$ cat src/rtl/fifo_stream_reader_pkg.sv
// rtl/fifo_stream_reader_pkg.sv - shared types and constants for the FIFO stream reader
package fifo_stream_reader_pkg;

  typedef enum logic [1:0] {
    ST_IDLE  = 2'd0,
    ST_RUN   = 2'd1,
    ST_DRAIN = 2'd2
  } state_t;

  localparam logic [1:0] BUF_DEPTH = 2'd2;

endpackage

$ cat src/rtl/stream_buf2.sv
// rtl/stream_buf2.sv - two-entry register FIFO with valid/ready output side
module stream_buf2
  import fifo_stream_reader_pkg::*;
#(
  parameter int DATA_WIDTH = 8
) (
  input  logic                  clk,
  input  logic                  rst_n,
  input  logic                  in_valid,
  input  logic [DATA_WIDTH-1:0] in_data,
  output logic                  out_valid,
  input  logic                  out_ready,
  output logic [DATA_WIDTH-1:0] out_data,
  output logic [1:0]            count
);

  logic [DATA_WIDTH-1:0] r_mem0;
  logic [DATA_WIDTH-1:0] r_mem1;
  logic                  r_wr_ptr;
  logic                  r_rd_ptr;
  logic [1:0]            r_count;
  logic                  w_wr;
  logic                  w_rd;

  assign w_wr = in_valid && (r_count != BUF_DEPTH);
  assign w_rd = (r_count != 2'd0) && out_ready;

  always_ff @(posedge clk or negedge rst_n) begin
    if (!rst_n) begin
      r_mem0   <= '0;
      r_mem1   <= '0;
      r_wr_ptr <= 1'b0;
      r_rd_ptr <= 1'b0;
      r_count  <= 2'd0;
    end else begin
      if (w_wr) begin
        if (r_wr_ptr) r_mem1 <= in_data;
        else          r_mem0 <= in_data;
        r_wr_ptr <= ~r_wr_ptr;
      end
      if (w_rd) r_rd_ptr <= ~r_rd_ptr;
      if (w_wr && !w_rd)      r_count <= r_count + 2'd1;
      else if (!w_wr && w_rd) r_count <= r_count - 2'd1;
    end
  end

  assign out_valid = (r_count != 2'd0);
  assign out_data  = r_rd_ptr ? r_mem1 : r_mem0;
  assign count     = r_count;

endmodule

$ cat src/rtl/fifo_stream_reader.sv
// rtl/fifo_stream_reader.sv - pops a commanded number of words from a FWFT FIFO onto a stream
module fifo_stream_reader
  import fifo_stream_reader_pkg::*;
#(
  parameter int DATA_WIDTH = 8,
  parameter int LEN_WIDTH  = 8
) (
  input  logic                  rd_clk,
  input  logic                  rd_rst_n,
  input  logic                  cmd_valid,
  output logic                  cmd_ready,
  input  logic [LEN_WIDTH-1:0]  cmd_len,
  input  logic                  fifo_empty,
  output logic                  fifo_rd_en,
  input  logic [DATA_WIDTH-1:0] fifo_rd_data,
  output logic                  m_valid,
  input  logic                  m_ready,
  output logic [DATA_WIDTH-1:0] m_data,
  output logic                  m_last,
  output logic                  busy,
  output logic                  done
);

  localparam logic [LEN_WIDTH-1:0] L_ONE = LEN_WIDTH'(1);

  state_t                r_state;
  state_t                w_state_nxt;
  logic [LEN_WIDTH-1:0]  r_len;
  logic [LEN_WIDTH-1:0]  r_issued;
  logic [LEN_WIDTH-1:0]  r_sent;
  logic [LEN_WIDTH-1:0]  w_issued_nxt;
  logic [LEN_WIDTH-1:0]  w_sent_nxt;
  logic                  r_done;
  logic [1:0]            w_cnt;
  logic [1:0]            w_cnt_nxt;
  logic                  w_buf_valid;
  logic [DATA_WIDTH-1:0] w_buf_data;
  logic                  w_cmd_fire;
  logic                  w_pop;
  logic                  w_beat;
  logic                  w_drain_exit;
  logic                  w_cmd_ready;
  logic                  w_busy;
  logic                  w_last;

  stream_buf2 #(
    .DATA_WIDTH(DATA_WIDTH)
  ) u_buf (
    .clk      (rd_clk),
    .rst_n    (rd_rst_n),
    .in_valid (w_pop),
    .in_data  (fifo_rd_data),
    .out_valid(w_buf_valid),
    .out_ready(m_ready),
    .out_data (w_buf_data),
    .count    (w_cnt)
  );

  assign w_cmd_fire   = (r_state == ST_IDLE) && cmd_valid;
  assign w_beat       = w_buf_valid && m_ready;
  assign w_issued_nxt = w_pop  ? r_issued + L_ONE : r_issued;
  assign w_sent_nxt   = w_beat ? r_sent + L_ONE   : r_sent;

  // Completion looks at post-update occupancy so done lands the cycle after the final beat
  always_comb begin
    w_cnt_nxt = w_cnt;
    if (w_pop && !w_beat)      w_cnt_nxt = w_cnt + 2'd1;
    else if (!w_pop && w_beat) w_cnt_nxt = w_cnt - 2'd1;
  end

  assign w_drain_exit = (w_sent_nxt == r_len) && (w_cnt_nxt == 2'd0);

  always_ff @(posedge rd_clk or negedge rd_rst_n) begin
    if (!rd_rst_n) r_state <= ST_IDLE;
    else           r_state <= w_state_nxt;
  end

  always_comb begin
    w_state_nxt = r_state;
    case (r_state)
      ST_IDLE:  if (w_cmd_fire) w_state_nxt = ST_RUN;
      ST_RUN:   if (w_issued_nxt == r_len) w_state_nxt = ST_DRAIN;
      ST_DRAIN: if (w_drain_exit) w_state_nxt = ST_IDLE;
      default:  w_state_nxt = ST_IDLE;
    endcase
  end

  always_comb begin
    w_cmd_ready = (r_state == ST_IDLE);
    w_busy      = (r_state != ST_IDLE);
    w_pop       = (r_state == ST_RUN) && !fifo_empty && (w_cnt < BUF_DEPTH) && (r_issued < r_len);
    w_last      = w_buf_valid && (r_sent == r_len - L_ONE);
  end

  always_ff @(posedge rd_clk or negedge rd_rst_n) begin
    if (!rd_rst_n) begin
      r_len    <= '0;
      r_issued <= '0;
      r_sent   <= '0;
      r_done   <= 1'b0;
    end else begin
      r_done <= (r_state == ST_DRAIN) && w_drain_exit;
      if (w_cmd_fire) begin
        r_len    <= cmd_len;
        r_issued <= '0;
        r_sent   <= '0;
      end else begin
        r_issued <= w_issued_nxt;
        r_sent   <= w_sent_nxt;
      end
    end
  end

  assign cmd_ready  = w_cmd_ready;
  assign busy       = w_busy;
  assign fifo_rd_en = w_pop;
  assign m_valid    = w_buf_valid;
  assign m_data     = w_buf_data;
  assign m_last     = w_last;
  assign done       = r_done;

endmodule

$ cat config.mk
export PLATFORM = sky130hd
export DESIGN_NAME = fifo_stream_reader
export DESIGN_NICKNAME = d
export VERILOG_FILES = /design/src/rtl/fifo_stream_reader_pkg.sv /design/src/rtl/stream_buf2.sv /design/src/rtl/fifo_stream_reader.sv
export SDC_FILE = /design/constraint.sdc
export NUM_CORES = 1
export LEC_CHECK = 0
export CAP_MARGIN = 20
export CORE_MARGIN = 5
export CORE_UTILIZATION = 50
export DETAILED_ROUTE_END_ITERATION = 10
export HOLD_SLACK_MARGIN = 0.06
export PLACE_DENSITY_LB_ADDON = 0.1
export SYNTH_ARGS = -nofsm -noshare
export SYNTH_HDL_FRONTEND = slang
export SYNTH_SLANG_ARGS = --single-unit
$ cat constraint.sdc
create_clock -name rd_clk -period 3.5 [get_ports rd_clk]
set_input_delay 0.7 -clock rd_clk [delete_from_list [all_inputs] [get_ports rd_clk]]
set_output_delay 0.7 -clock rd_clk [all_outputs]
set_load 0.01 [all_outputs]
==> results.py, run 1 <==
metrics = {
    "run_status": {
        "status": "completed",
    },
    "cells_and_area": {
        "drive_gt1_share_pct": 16.3,
        "n_fill_cell": 526,
        "multi_input_area_mm2": 0.00169,
        "regArea_mm2": 0.00118,
        "n_antenna_cell": 0,
        "synthToLayoutAreaGrowth_pct": 20.0,
        "layout_common_cells": "44 x dfrtp_1, 33 x clkdlybuf4s50_1, 26 x nand2_1",
        "nets": 371,
        "final_common_cell": "dfrtp_1",
    },
    "global_route": {
        "antenna_found_initial": 0,
        "grt_max_degree": 48,
        "grt.overflow.total": 0,
        "grt_pass1_wl_um": 11100,
        "gr-usage-all-layers_pct": 18.7,
        "first_global_vias": 2301,
    },
    "synthesis": {
        "avgSynthCellArea_um2": 9.94,
        "synth.distinct_cells": 46,
        "ys_ff_latch": 47,
        "synth_edf_count": 0,
        "async_flop_share_pct": 100,
        "ys.flop_type": "dfrtp_1",
        "synth_top_cell_by_area": "dfrtp_1",
        "syn_nets": 330,
        "synthCells": 296,
        "netlist_area_mm2": 0.00294,
        "ys_top_cells_by_area": "dfrtp_1 40%, mux2_2 9.2%, xnor2_1 7.1%",
        "yosysTopAreaCellShare_pct": 40.0,
        "yosysSeqAreaShare_pct": 40.0,
        "yosys_warnings": 0,
    },
    "routing": {
        "drt-wirelength-per-cell_um": 15.5,
        "antenna_left": 0,
        "drt-pass1-iter-count": 4,
        "wl_um": 6400,
        "drc": 0,
        "drt-vias-per-instance": 5.45,
        "via_count": 2250,
        "dr.first_iter.drc_count": 118,
    },
    "die": {
        "die_x_um": 86.7,
        "die_area_mm2": 0.00752,
        "start_util_pct": 50.6,
        "row_count": 28,
        "core_area_mm2": 0.00582,
        "ios": 35,
        "die_h_um": 86.7,
    },
    "placed_design": {
        "place.gp.congestion": 0.912,
        "hpwl_um": 4770,
        "portBuffers": 34,
        "pre_cts_ws_ns": 0.165,
    },
    "worst_setup_path": {
        "crit_chain": "ha_1 > and3_1 > a221oi_4 > and2_4 > nand2_1 > inv_2 > clkdlybuf4s50_1",
        "path_max_fanout": 9,
        "critical_path_class": "flop to output port",
        "reg2regPathDepth": 8,
        "cpPeakStageDelay_ns": 0.54,
        "slowest_stage": "clkdlybuf4s50_1",
        "worstSetupStartpointType": "flop",
        "arrival_ns": 2.66,
        "end_kind": "output port",
        "cp.required_ns": 2.80,
    },
    "pwr": {
        "p_per_area_mw_per_mm2": 663,
        "total_power_mw": 2.34,
        "p_leak_nw": 1.52,
        "vdd_ir_drop_max_mv": 0.544,
    },
    "worst_hold_path": {
        "hold_class": "input pin to async pin",
    },
    "timing": {
        "worst_pin_slew_ns": 0.738,
        "fin_crit_ns": 3.36,
        "skew_ns": 0.00534,
        "hold_viol_final": 0,
        "setup_viol": 0,
        "max-slew-margin-rel_pct": 50.3,
        "fin_ws_ns": 0.140,
        "max_freq_mhz": 298,
        "grt_setup_unrepaired": "false",
        "slew_viol_final": 0,
        "tns_ns": 0,
        "post-route-period-util_pct": 96.0,
    },
    "clocking": {
        "numCtsBuffers": 5,
        "cts_tree": "built",
        "h-tree-depth": 2,
        "clockBufferDepth": 2,
        "clockRootBuffer": "clkbuf_8",
        "cts_hold_buf": 0,
        "cts.clk_slew.worst_paths_ns": 0.09,
        "clk-insertion-delay-late_ns": 0.30,
        "cts_sinks": 47,
    },
    "flow_run": {
        "maxCapViolCount": 0,
    },
}
power by group:
| part | switching [mW] | leakage [nW] | internal (mW) |
|---|---|---|---|
| logic | 0.444 | 0.930 | 0.609 |
| clock network | 0.189 | 0.0474 | 0.162 |
| registers | 0.205 | 0.547 | 0.731 |
synthesized netlist by cell type (7+ instances only):
cell	instances
a21oi_1	9
and3_1	7
clkbuf_1	8
dfrtp_1	47
ha_1	13
inv_1	14
mux2_2	24
nand2_1	26
nand3_1	8
nor2_1	22
nor3_1	9
o21ai_0	17
xnor2_1	24
xor2_1	14
per-stage QoR:
step           instance area [um2]  utilization, %  hold WS (ns)  instances
2_1_floorplan                 2940               -         0.404        296
3_3_place_gp                  3390            58.4         0.481        404
3_5_place_dp                  3390            58.4         0.495        404
4_1_cts                       3490            60.1         0.516        412
5_1_grt                       3530            60.7         0.264        413
6_report                      3530            60.7         0.260        413
registers in the layout, indices dropped and copies added, names as in the netlist:
name,count
r_issued,8
r_len,8
r_sent,8
u_buf.r_mem0,8
u_buf.r_mem1,8
r_state,2
u_buf.count,2
done,1
u_buf.r_rd_ptr,1
u_buf.r_wr_ptr,1
cell families after synthesis:
kind of cell               share of synthesized area (%)
and+or+nand+nor                                     18.2
muxes                                               10.6
adders and majority gates                           5.53
xor gates and xnor gates                            12.8
buffers and inverters                               2.93
DFF                                                 40.0
AOI/OAI and AO/OA                                   9.95
worst max-delay path, delay by kind of cell (launching register included):
family	cells	cell delay [ns]
compound gates	1	0.33
fa+ha+maj	1	0.33
buf+inv	2	0.66
flops	1	0.49
simple gates	3	0.55
worst paths after layout:
kind,from,endpoint,slack (ns)
max,r_issued[6],fifo_rd_en,0.14
min,rd_rst_n,r_sent[7],0.26
max reg2reg,r_issued[6],r_state[0],0.37
min reg2reg,u_buf.r_mem1[5],u_buf.r_mem1[5],0.51
max in group asynchronous,rd_rst_n,r_len[6],2.76
min in group rd_clk,u_buf.r_mem1[5],u_buf.r_mem1[5],0.51
layout make-up:
type | instances | share of cell area [%]
tap | 75 | 2.66
sequential | 47 | 33.4
inverter | 15 | 1.59
clock buffer | 6 | 2.34
multi-input combinational | 226 | 48.0
clock inverter | 2 | 0.461
timing repair buffer | 42 | 11.6
routing by layer:
metal  global-route usage [%]  wire length, um  vias up
met5                        0                0        -
met2                     31.8             3080       65
met3                     3.42              306        6
met4                     4.25               55        0
met1                     24.6             2960     1065
li1                         -                -     1114
repair_timing:
item	in CTS	in global routing
resized for setup	1	7
pin swaps	0	1
buffers inserted	0	0
endpoints found under the setup margin	1	2
Note: power is estimated with default switching activity, not from simulation.
==> inputs of run 2 (changes only) <==
--- a/config.mk
+++ b/config.mk
@@ -6,8 +6,9 @@
 export NUM_CORES = 1
 export LEC_CHECK = 0
 export CAP_MARGIN = 20
-export CORE_MARGIN = 5
+export CORE_MARGIN = 1.5
 export CORE_UTILIZATION = 50
+export CTS_BUF_LIST = sky130_fd_sc_hd__clkbuf_4 sky130_fd_sc_hd__clkbuf_8
 export DETAILED_ROUTE_END_ITERATION = 10
 export HOLD_SLACK_MARGIN = 0.06
 export PLACE_DENSITY_LB_ADDON = 0.1
==> run 2 against run 1 <==
Die area decreased by 15%. Sequential power about the same. Design area increased by 0.50%. Cell count increased by 0.24%. Fmax about the same. Worst hold slack improved by 0.0064 ns. Utilization increased by 2.6 points. Non-clock buffer count increased by 4. First-iteration DRC count decreased by 7.6%. Clock power decreased by 2%. Worst setup slack got worse by 0.00079 ns. Clock skew decreased by 0.0014 ns.
==> results.py, run 2 (synthesized netlist as in run 1, its figures left out) <==
metrics = {
    "pwr": {
        "p_leak_nw": 1.56,
        "vdd_ir_drop_max_mv": 0.446,
        "p_per_area_mw_per_mm2": 659,
    },
    "routing": {
        "via_count": 2246,
        "drt-wirelength-per-cell_um": 15.1,
        "antenna_left": 0,
        "wl_um": 6250,
        "dr.first_iter.drc_count": 109,
        "drt-vias-per-instance": 5.43,
        "drt-pass1-iter-count": 4,
        "drc": 0,
    },
    "die": {
        "row_count": 27,
        "die_h_um": 79.7,
        "die_x_um": 79.7,
        "ios": 35,
        "core_area_mm2": 0.00561,
        "die_area_mm2": 0.00635,
        "start_util_pct": 52.5,
    },
    "timing": {
        "skew_ns": 0.00395,
        "slew_viol_final": 0,
        "hold_viol_final": 0,
        "setup_viol": 0,
        "grt_setup_unrepaired": "false",
        "max_freq_mhz": 298,
        "worst_pin_slew_ns": 0.633,
        "fin_crit_ns": 3.36,
        "post-route-period-util_pct": 96.0,
        "tns_ns": 0,
        "max-slew-margin-rel_pct": 57.4,
    },
    "clocking": {
        "numCtsBuffers": 5,
        "cts_tree": "built",
        "clk-insertion-delay-late_ns": 0.30,
        "clockRootBuffer": "clkbuf_8",
        "h-tree-depth": 2,
        "clockBufferDepth": 2,
        "cts_sinks": 47,
        "cts.clk_slew.worst_paths_ns": 0.09,
    },
    "worst_setup_path": {
        "crit_chain": "inv_1 > ha_1 > and3_1 > a221oi_4 > and2_1 > nand2_1 > inv_2 > clkdlybuf4s50_1",
        "path_max_fanout": 6,
        "cpPeakStageDelay_ns": 0.54,
        "critical_path_class": "flop to output port",
        "cp.required_ns": 2.80,
        "worstSetupStartpointType": "flop",
        "arrival_ns": 2.66,
        "end_kind": "output port",
        "slowest_stage": "clkdlybuf4s50_1",
    },
    "global_route": {
        "gr-usage-all-layers_pct": 22.2,
        "first_global_vias": 2272,
        "grt_util_met1_pct": 32.4,
        "met2_usage_pct": 33.9,
        "antenna_found_initial": 0,
        "grt-busiest-layer": "met2",
        "grt.overflow.total": 0,
        "grt_max_degree": 48,
        "grt_pass1_wl_um": 10900,
        "met3_usage_pct": 4.11,
    },
    "flow_run": {
        "maxCapViolCount": 0,
    },
    "placed_design": {
        "hpwl_um": 4600,
        "portBuffers": 34,
        "place.gp.congestion": 0.884,
    },
    "cells_and_area": {
        "nets": 375,
        "final_common_cell": "dfrtp_1",
        "drive_gt1_share_pct": 17.3,
        "n_antenna_cell": 0,
        "finalCoreUtilization_pct": 63.3,
        "layout_common_cells": "43 x dfrtp_1, 32 x clkdlybuf4s50_1, 26 x nand2_1",
        "synthToLayoutAreaGrowth_pct": 20.6,
    },
    "run_status": {
        "status": "completed",
    },
    "worst_hold_path": {
        "hold_class": "input pin to async pin",
    },
}
==> run 2: area by class of cell <==
class / instances / area [um2]
Clock inverter: 3 / 22.5
Clock buffer: 5 / 68.8
Sequential cell: 47 / 1180
Timing Repair Buffer: 46 / 440
Multi-Input combinational cell: 226 / 1690
Tap cell: 72 / 90.1
Inverter: 15 / 56.3
Fill cell: 507 / 2060
==> run 2: routing by layer <==
metal	wire length, um	share of wire (%)	vias to the layer above
li1	-	-	1132
met1	3080	49	1058
met2	2860	46	50
met3	229	3.7	6
met4	73	1.2	0
met5	0	0	-
==> run 2: final timing paths <==
check	depth (start not counted)	start	end	slack (ns)
setup / recovery	8	r_len[6]	fifo_rd_en	0.14
min in group rd_clk	1	u_buf.r_mem1[0]	u_buf.r_mem1[0]	0.51
hold reg to reg	1	u_buf.r_mem1[0]	u_buf.r_mem1[0]	0.51
setup reg to reg	11	r_len[6]	r_state[0]	0.34
hold / removal	1	rd_rst_n	r_issued[7]	0.27
max in group asynchronous	2	rd_rst_n	r_len[2]	2.74
==> run 2: per-stage QoR <==
stage | power, mW | instances | cell area [um2] | setup WS, ns | hold slack (ns)
detailed placement | 1.99 | 404 | 3410 | 0.153 | 0.491
CTS | 2.35 | 413 | 3510 | 0.0133 | 0.513
global placement | 1.98 | 404 | 3410 | 0.192 | 0.482
global route | 2.52 | 414 | 3550 | 0.00520 | 0.285
floorplan | 1.63 | 296 | 2940 | 0.495 | 0.404
finish | 2.34 | 414 | 3550 | 0.139 | 0.267
==> run 2: report_power, final <==
group	leakage [nW]	total (mW)	internal [mW]	switching [mW]
Clock	0.0485	0.345	0.144	0.202
Combinational	0.961	1.06	0.615	0.444
Sequential	0.546	0.934	0.731	0.203
Total	1.56	2.34	1.49	0.849
==> run 2: critical path, delay by kind of cell (launching register included) <==
kind | cells | cell delay (ns)
AO/OA/AOI/OAI | 1 | 0.33
adder cells (fa/ha/maj) | 1 | 0.31
AND/OR/NAND/NOR | 3 | 0.54
buffers and inverters | 3 | 0.72
flip-flops | 1 | 0.44
==> run 2: timing repair <==
action / in CTS / in global routing
hold buffers: 0 / 0
setup buffers: 1 / 0
resized for setup: 2 / 7
endpoints found under the setup margin: 1 / 2
pin swaps: 1 / 0
==> inputs of run 3 (changes only) <==
--- a/config.mk
+++ b/config.mk
@@ -5,7 +5,7 @@
 export SDC_FILE = /design/constraint.sdc
 export NUM_CORES = 1
 export LEC_CHECK = 0
-export CAP_MARGIN = 20
+export CAP_MARGIN = 25
 export CORE_MARGIN = 1.5
 export CORE_UTILIZATION = 50
 export CTS_BUF_LIST = sky130_fd_sc_hd__clkbuf_4 sky130_fd_sc_hd__clkbuf_8
==> run 3 against run 2 <==
Design area grew 0.14%. Power grew 0.12%. Clock-buffer cell count is the same. Cell count is the same. Utilization grew 0.089 points. Global-route usage shrank 0.20 points. Sequential share of layout area is essentially flat. Wire length shrank 0.16%. Register-to-register slack is essentially flat.
==> results.py, run 3 (synthesized netlist as in run 1, its figures left out) <==
metrics = {
    "run_status": {
        "status": "completed",
    },
    "die": {
        "ios": 35,
        "die_area_mm2": 0.00635,
        "row_count": 27,
        "core_area_mm2": 0.00561,
        "start_util_pct": 52.5,
        "die_h_um": 79.7,
        "die_x_um": 79.7,
    },
    "global_route": {
        "antenna_found_initial": 0,
        "first_global_vias": 2174,
        "gr-usage-all-layers_pct": 22.0,
        "grt_pass1_wl_um": 10700,
        "grt_max_degree": 35,
        "grt.overflow.total": 0,
    },
    "clocking": {
        "cts_tree": "built",
        "clockRootBuffer": "clkbuf_8",
        "h-tree-depth": 2,
        "clockBufferDepth": 2,
        "cts_sinks": 47,
        "cts.clk_slew.worst_paths_ns": 0.10,
        "clk-insertion-delay-late_ns": 0.31,
        "numCtsBuffers": 5,
    },
    "timing": {
        "grt_setup_unrepaired": "false",
        "max_freq_mhz": 298,
        "max-slew-margin-rel_pct": 61.5,
        "tns_ns": 0,
        "worst_pin_slew_ns": 0.572,
        "slew_viol_final": 0,
        "fin_crit_ns": 3.36,
        "setup_viol": 0,
        "post-route-period-util_pct": 96.0,
        "skew_ns": 0.00761,
        "fin_ws_ns": 0.142,
        "hold_ws_ns": 0.281,
        "hold_viol_final": 0,
    },
    "placed_design": {
        "portBuffers": 34,
        "hpwl_um": 4700,
        "place.gp.congestion": 0.884,
        "dpl.cell_count": 405,
        "pre_cts_ws_ns": 0.146,
        "dpl_cell_area_mm2": 0.00343,
    },
    "worst_setup_path": {
        "end_kind": "output port",
        "path_max_fanout": 6,
        "crit_chain": "inv_1 > ha_1 > and3_1 > a221oi_4 > and2_1 > nand2_1 > inv_2 > clkdlybuf4s50_1",
        "cpPeakStageDelay_ns": 0.54,
        "worstSetupStartpointType": "flop",
        "critical_path_class": "flop to output port",
        "r2r_slack_ns": 0.35,
        "slowest_stage": "clkdlybuf4s50_1",
        "cp.required_ns": 2.80,
        "reg2regPathDepth": 11,
        "worstReg2RegEnd": "r_state[0]",
        "r2r-start": "r_len[6]",
        "arrival_ns": 2.66,
    },
    "cells_and_area": {
        "finish.instance_area_mm2": 0.00355,
        "fin_cells": 414,
        "layout_common_cells": "43 x dfrtp_1, 33 x clkdlybuf4s50_1, 26 x nand2_1",
        "final_common_cell": "dfrtp_1",
        "n_fill_cell": 499,
        "drive_gt1_share_pct": 17.8,
        "regArea_mm2": 0.00118,
        "synthToLayoutAreaGrowth_pct": 20.7,
        "nets": 375,
        "multi_input_area_mm2": 0.00169,
        "n_antenna_cell": 0,
        "finalCoreUtilization_pct": 63.4,
    },
    "routing": {
        "drt-pass1-iter-count": 4,
        "drt-vias-per-instance": 5.46,
        "drt-wirelength-per-cell_um": 15.1,
        "drc": 0,
        "dr.first_iter.drc_count": 84,
        "antenna_left": 0,
        "wl_um": 6240,
        "via_count": 2262,
    },
    "flow_run": {
        "maxCapViolCount": 0,
    },
    "pwr": {
        "vdd_ir_drop_max_mv": 0.466,
        "p_per_area_mw_per_mm2": 659,
        "total_power_mw": 2.34,
        "p_leak_nw": 1.53,
    },
    "worst_hold_path": {
        "hold_class": "input pin to async pin",
    },
}
## run 3: cell count changes in the layout (fill, tap and decap cells not counted), sizes merged
cell | before | now
clkinvlp | 0 | 1
inv | 15 | 16
clkinv | 3 | 1
dlymetal6s2s | 1 | 0
clkdlybuf4s50 | 32 | 33
## run 3: timing repair
action                     CTS  global route
gates resized for setup      3             7
hold buffers                 0             0
pin swaps                    1             0
setup buffers                1             0
setup endpoints to repair    2             2
## run 3: metal layers
metal	wire length, um	GRT usage, %	up-vias	part of all wire, %
met5	0	0	-	0
met1	3010	32.1	1074	48
met4	76	5.09	0	1.2
met2	2850	33.6	45	46
li1	-	-	1133	-
met3	298	4.46	10	4.8
## run 3: worst max path at each step
stage	start	cells after the start	to
floorplan	r_len[5]	8	r_state[0]
global placement	fifo_empty	7	r_state[0]
detailed placement	fifo_empty	7	r_state[0]
CTS	r_len[2]	8	m_last
global route	r_len[5]	8	fifo_rd_en
finish	r_len[6]	8	fifo_rd_en
## run 3: power breakdown
group / switching, mW / total [mW] / internal (mW)
sequential: 0.202 / 0.932 / 0.731
combinational: 0.441 / 1.06 / 0.615
clock: 0.207 / 0.353 / 0.146
## run 3: area by class of cell
cell class / count / area share [%]
clock inverter: 3 / 0.704
multi-input combinational: 226 / 47.7
inverter: 15 / 1.58
tap: 72 / 2.54
clock buffer: 5 / 1.94
sequential: 47 / 33.2
timing repair buffer: 46 / 12.3
## run 3: worst max-delay path: cells and delay by family (launching register included)
kind	cells	cell delay, ns
flops	1	0.45
fa+ha+maj	1	0.30
buf+inv	3	0.72
compound gates	1	0.33
simple gates	3	0.54
==> patch 1: new RTL, config.mk and constraints of run 1 <==
Make the reset (`rd_rst_n` and `rst_n`) synchronous in 3 clocked blocks.
--- a/src/rtl/stream_buf2.sv
+++ b/src/rtl/stream_buf2.sv
@@ -25,7 +25,7 @@
   assign w_wr = in_valid && (r_count != BUF_DEPTH);
   assign w_rd = (r_count != 2'd0) && out_ready;
 
-  always_ff @(posedge clk or negedge rst_n) begin
+  always_ff @(posedge clk) begin
     if (!rst_n) begin
       r_mem0   <= '0;
       r_mem1   <= '0;
--- a/src/rtl/fifo_stream_reader.sv
+++ b/src/rtl/fifo_stream_reader.sv
@@ -70,7 +70,7 @@
 
   assign w_drain_exit = (w_sent_nxt == r_len) && (w_cnt_nxt == 2'd0);
 
-  always_ff @(posedge rd_clk or negedge rd_rst_n) begin
+  always_ff @(posedge rd_clk) begin
     if (!rd_rst_n) r_state <= ST_IDLE;
     else           r_state <= w_state_nxt;
   end
@@ -92,7 +92,7 @@
     w_last      = w_buf_valid && (r_sent == r_len - L_ONE);
   end
 
-  always_ff @(posedge rd_clk or negedge rd_rst_n) begin
+  always_ff @(posedge rd_clk) begin
     if (!rd_rst_n) begin
       r_len    <= '0;
       r_issued <= '0;
Behaviour: differs if rd_rst_n is asserted again (counterexample within 4 cycles, from zero or initial values and one cycle with rd_rst_n low); with rd_rst_n held inactive, the same outputs for 10 cycles.
==> patch 1 against run 1 <==
  * Routed wire length is 13% higher
  * Sequential cell count unchanged
  * Non-clock buffer count rose by 4
  * Synthesized area is 0.77% higher
  * Design area down 1.7%
  * Power is 32% lower
  * Worst setup slack worse by 0.046 ns
  * Worst hold slack improved by 0.21 ns
  * Sequential share of layout area down 6.3 points
  * Critical endpoint is now m_last
==> patch 1: results (changes against run 1) <==
Outcome
  – Status: completed

Synthesis
  – Top post-synthesis cells by count: dfxtp_1, nand2_1, nor2_1
  – Top FF cell, synth: dfxtp_1
  – Post-synthesis mux area share: 6.076% (-4.5 points)
  – Adder-cell share of the synthesized area: 5.485% (-0.042 points)
  – Syn Nets: 387 (+17%)
  – Post-synthesis sequential area ratio: 31.73% (-8.2 points)
  – Top cells by area, synth: dfxtp_1, xnor2_1, nand2_1, ha_1, xor2_1
  – Xor and xnor fraction of the mapped netlist area: 13.33% (+0.49 points)
  – Cells after Synth: 353 (+19%)
  – Syn Area/Cell: 8.400 um^2 (-16%)

Final layout
  – Multi-input combinational area share: 53.73% (+5.7 points)
  – Commonest non-fill, non-tap cell in the layout: dfxtp_1
  – Filler cells: 528 (+0.38%)
  – Multi-input gates: 271 (+20%)
  – Layout clock area frac: 2.450% (-0.35 points)
  – Final Net Count: 420 (+13%)

Route
  – Vias: 2532 (+13%)
  – Vias/cell: 5.481 (+0.60%)
  – DR WL/cell: 15.68 um (+1.2%)
  – WL met2: 3.243 mm (+5.3%)
  – Met1 Wirelength: 3.555 mm (+20%)

Setup path
  – Crit path max fanout: 5 (-4)
  – Reg2reg path depth: 9 (+1)
  – Arr. time, crit path: 2.71 ns (+0.05 ns)

Power and ir drop
  – Peak supply drop: 0.0003176 V (-42%)
  – P_leak: 1.255 nW (-18%)
  – Sw Pwr: 0.5634 mW (-33%)

Global route
  – GRT Overall Usage: 20.00% (+1.3 points)
  – GRT met2 Usage: 31.47% (-0.38 points)
  – Met1 usage: 27.88% (+3.2 points)

Worst hold path
  – Min-Delay Path Class: reg2reg

Place
  – Dpl cell area: 3387 um^2 (-0.22%)
  – Dpl cells: 454 (+12%)
[patch 1: changes by cell type in the layout (fill, tap and decap cells not counted), moves of 5 or more]
cell and change:
mux2i_1 +6, o21ai_0 -9, nor2b_1 +11, nand2_1 +19, dfrtp_1 -44, mux2_2 -16
a21boi_0 +16, buf_4 +5, dfxtp_1 +47, nand3_1 +16
[patch 1: worst reg2reg max path, delay by kind of cell, from the launching register on]
family / cells / cell delay, ns
AND/OR/NAND/NOR: 3 / 1.00
buffers and inverters: 1 / 0.16
AO/OA/AOI/OAI: 4 / 0.93
adder cells (fa/ha/maj): 1 / 0.23
flip-flops: 1 / 0.44
[patch 1: power by group through the flow]
stage	logic, mW	registers (mW)	clock network [mW]
3_3_place_gp	0.605	0.653	0
4_1_cts	0.619	0.642	0.332
2_1_floorplan	0.471	0.619	0
5_1_grt	0.681	0.651	0.353
3_5_place_dp	0.614	0.654	0
6_report	0.622	0.643	0.321
[patch 1: cell families after synthesis]
| kind of cell | count (synthesis) |
|---|---|
| AO/OA/AOI/OAI | 51 |
| XOR/XNOR | 42 |
| adder cells (fa/ha/maj) | 13 |
| buffers and inverters | 35 |
| flip-flops | 47 |
| multiplexers | 17 |
| AND/OR/NAND/NOR | 148 |
[patch 1: worst max-delay path by stage]
stage / start / endpoint / slack (ns) / cells past startpoint
6_report: r_len[4] / m_last / 0.09 / 5
5_1_grt: r_len[4] / m_last / 0.0003 / 5
4_1_cts: r_len[4] / m_last / 0.08 / 5
3_5_place_dp: fifo_empty / fifo_rd_en / 0.37 / 7
3_3_place_gp: fifo_empty / fifo_rd_en / 0.37 / 7
2_1_floorplan: r_len[1] / m_last / 0.60 / 6
==> patch 2: new RTL, config.mk and constraints of run 1 <==
Made on the original files. Change the parameter `LEN_WIDTH` from 8 to 16.
--- a/src/rtl/fifo_stream_reader.sv
+++ b/src/rtl/fifo_stream_reader.sv
@@ -3,7 +3,7 @@
   import fifo_stream_reader_pkg::*;
 #(
   parameter int DATA_WIDTH = 8,
-  parameter int LEN_WIDTH  = 8
+  parameter int LEN_WIDTH  = 16
 ) (
   input  logic                  rd_clk,
   input  logic                  rd_rst_n,
Ports: changed (resized cmd_len); port bits go from 35 to 43. No check against the original RTL was run, so the function may have changed too.
==> patch 2 against run 1 <==
  * The run now ends with setup timing left
  * Worst setup slack got worse by 0.18 ns
  * Synthesized area is 70% higher
  * Sequential power grew 36%
  * Design area is 76% higher
  * Combinational power up 50%
  * Power up 46%
  * Global-route usage up 6.8 points
  * Routed wire length grew 130%
  * Highest routed layer unchanged
  * Count of clock-buffer cells in the layout grew 4
  * Sequential cell count is 24 higher
==> patch 2: results (changes against run 1) <==
Power and ir drop
  – Peak supply drop: 0.0002854 V (-48%)
  – Comb pwr share: 46.1% (+1.1 points)
  – Seq pwr: 1.27 mW (+36%)

Synthesis
  – Adder-cell share of the synthesized area: 5.266% (-0.26 points)
  – Post-synthesis mux area share: 6.444% (-4.1 points)
  – Count of cell types in the netlist: 63 (+37%)
  – Top cells by area, synth: dfrtp_1, xnor2_1, mux2_2, ha_1, xor2_1
  – Synth Area in Compound Gates: 12.91% (+3.0 points)
  – Top post-synthesis cells by count: dfrtp_1, nor2_1, nand2_1
  – Syn Nets: 607 (+84%)

CTS
  – Post_cts resized: 17 (+16)
  – Clock Sinks: 71 (+51%)
  – Worst-skew pair later-pin latency: 0.37 ns (+0.07 ns)

Global route
  – Global-route wire length before repair: 23.33 mm (+110%)
  – Met3 GRT Util: 5.872% (+2.4 points)
  – Vias in the first global route: 4542 (+97%)
  – GRT met2 Usage: 41.16% (+9.3 points)

Route
  – Drt total wl: 14.54 mm (+130%)
  – WL met2: 6.866 mm (+120%)

Setup path
  – Crit path max fanout: 3 (-6)

Final layout
  – Buffering overhead: 15.10% (+3.6 points)
  – CLK BUF: 10 (+4)
  – Multi-input gates: 435 (+92%)
  – Layout cells sized above 1: 20.98% (+4.7 points)
  – Final Net Count: 700 (+89%)
  – Fraction of area in registers: 28.68% (-4.7 points)
  – Multi-input combinational area share: 49.57% (+1.6 points)

Outcome
  – Failing checks: setup timing
  – Status: finished, violations left

Place
  – Hpwl dp: 11.23 mm (+140%)
  – GPL Wtd Cong: 0.9411 (+3.2%)

Timing
  – Setup slack after layout: -0.03602 ns (-0.1756 ns)
  – Final number of setup-violating endpoints: 1 (+1)
  – Setup Skew: 0.01447 ns (+0.009129 ns)
-- patch 2: cell count changes after synthesis, sizes merged, moves of 13 or more --
cell    before  now
nor2        22   54
nor4         1   14
nand2       26   48
clkbuf       8   23
nand3        8   25
xor2        14   29
dfrtp       47   71
xnor2       24   40
-- patch 2: metrics by stage --
stage	power [mW]	setup WS (ns)	cell area, um^2	cells	hold WS (ns)
global route	3.654	-0.1870	6205	786	0.3283
global placement	2.783	-0.001994	5957	769	0.4801
detailed placement	2.825	-0.1683	5957	769	0.4923
CTS	3.420	-0.08218	6168	783	0.3175
floorplan	2.223	0.2011	4990	557	0.4044
finish	3.408	-0.03602	6205	786	0.3224
-- patch 2: worst max-delay path, cell delays in order, from the launching register on --
cell	delay (ns)
dfrtp_1	0.40
buf_6	0.13
or2_4	0.26
nor4_4	0.33
buf_4	0.17
xor2_1	0.14
a21oi_1	0.08
nor2_1	0.13
a21oi_2	0.06
nor4_2	0.31
o2111ai_1	0.18
a21oi_1	0.14
buf_2	0.14
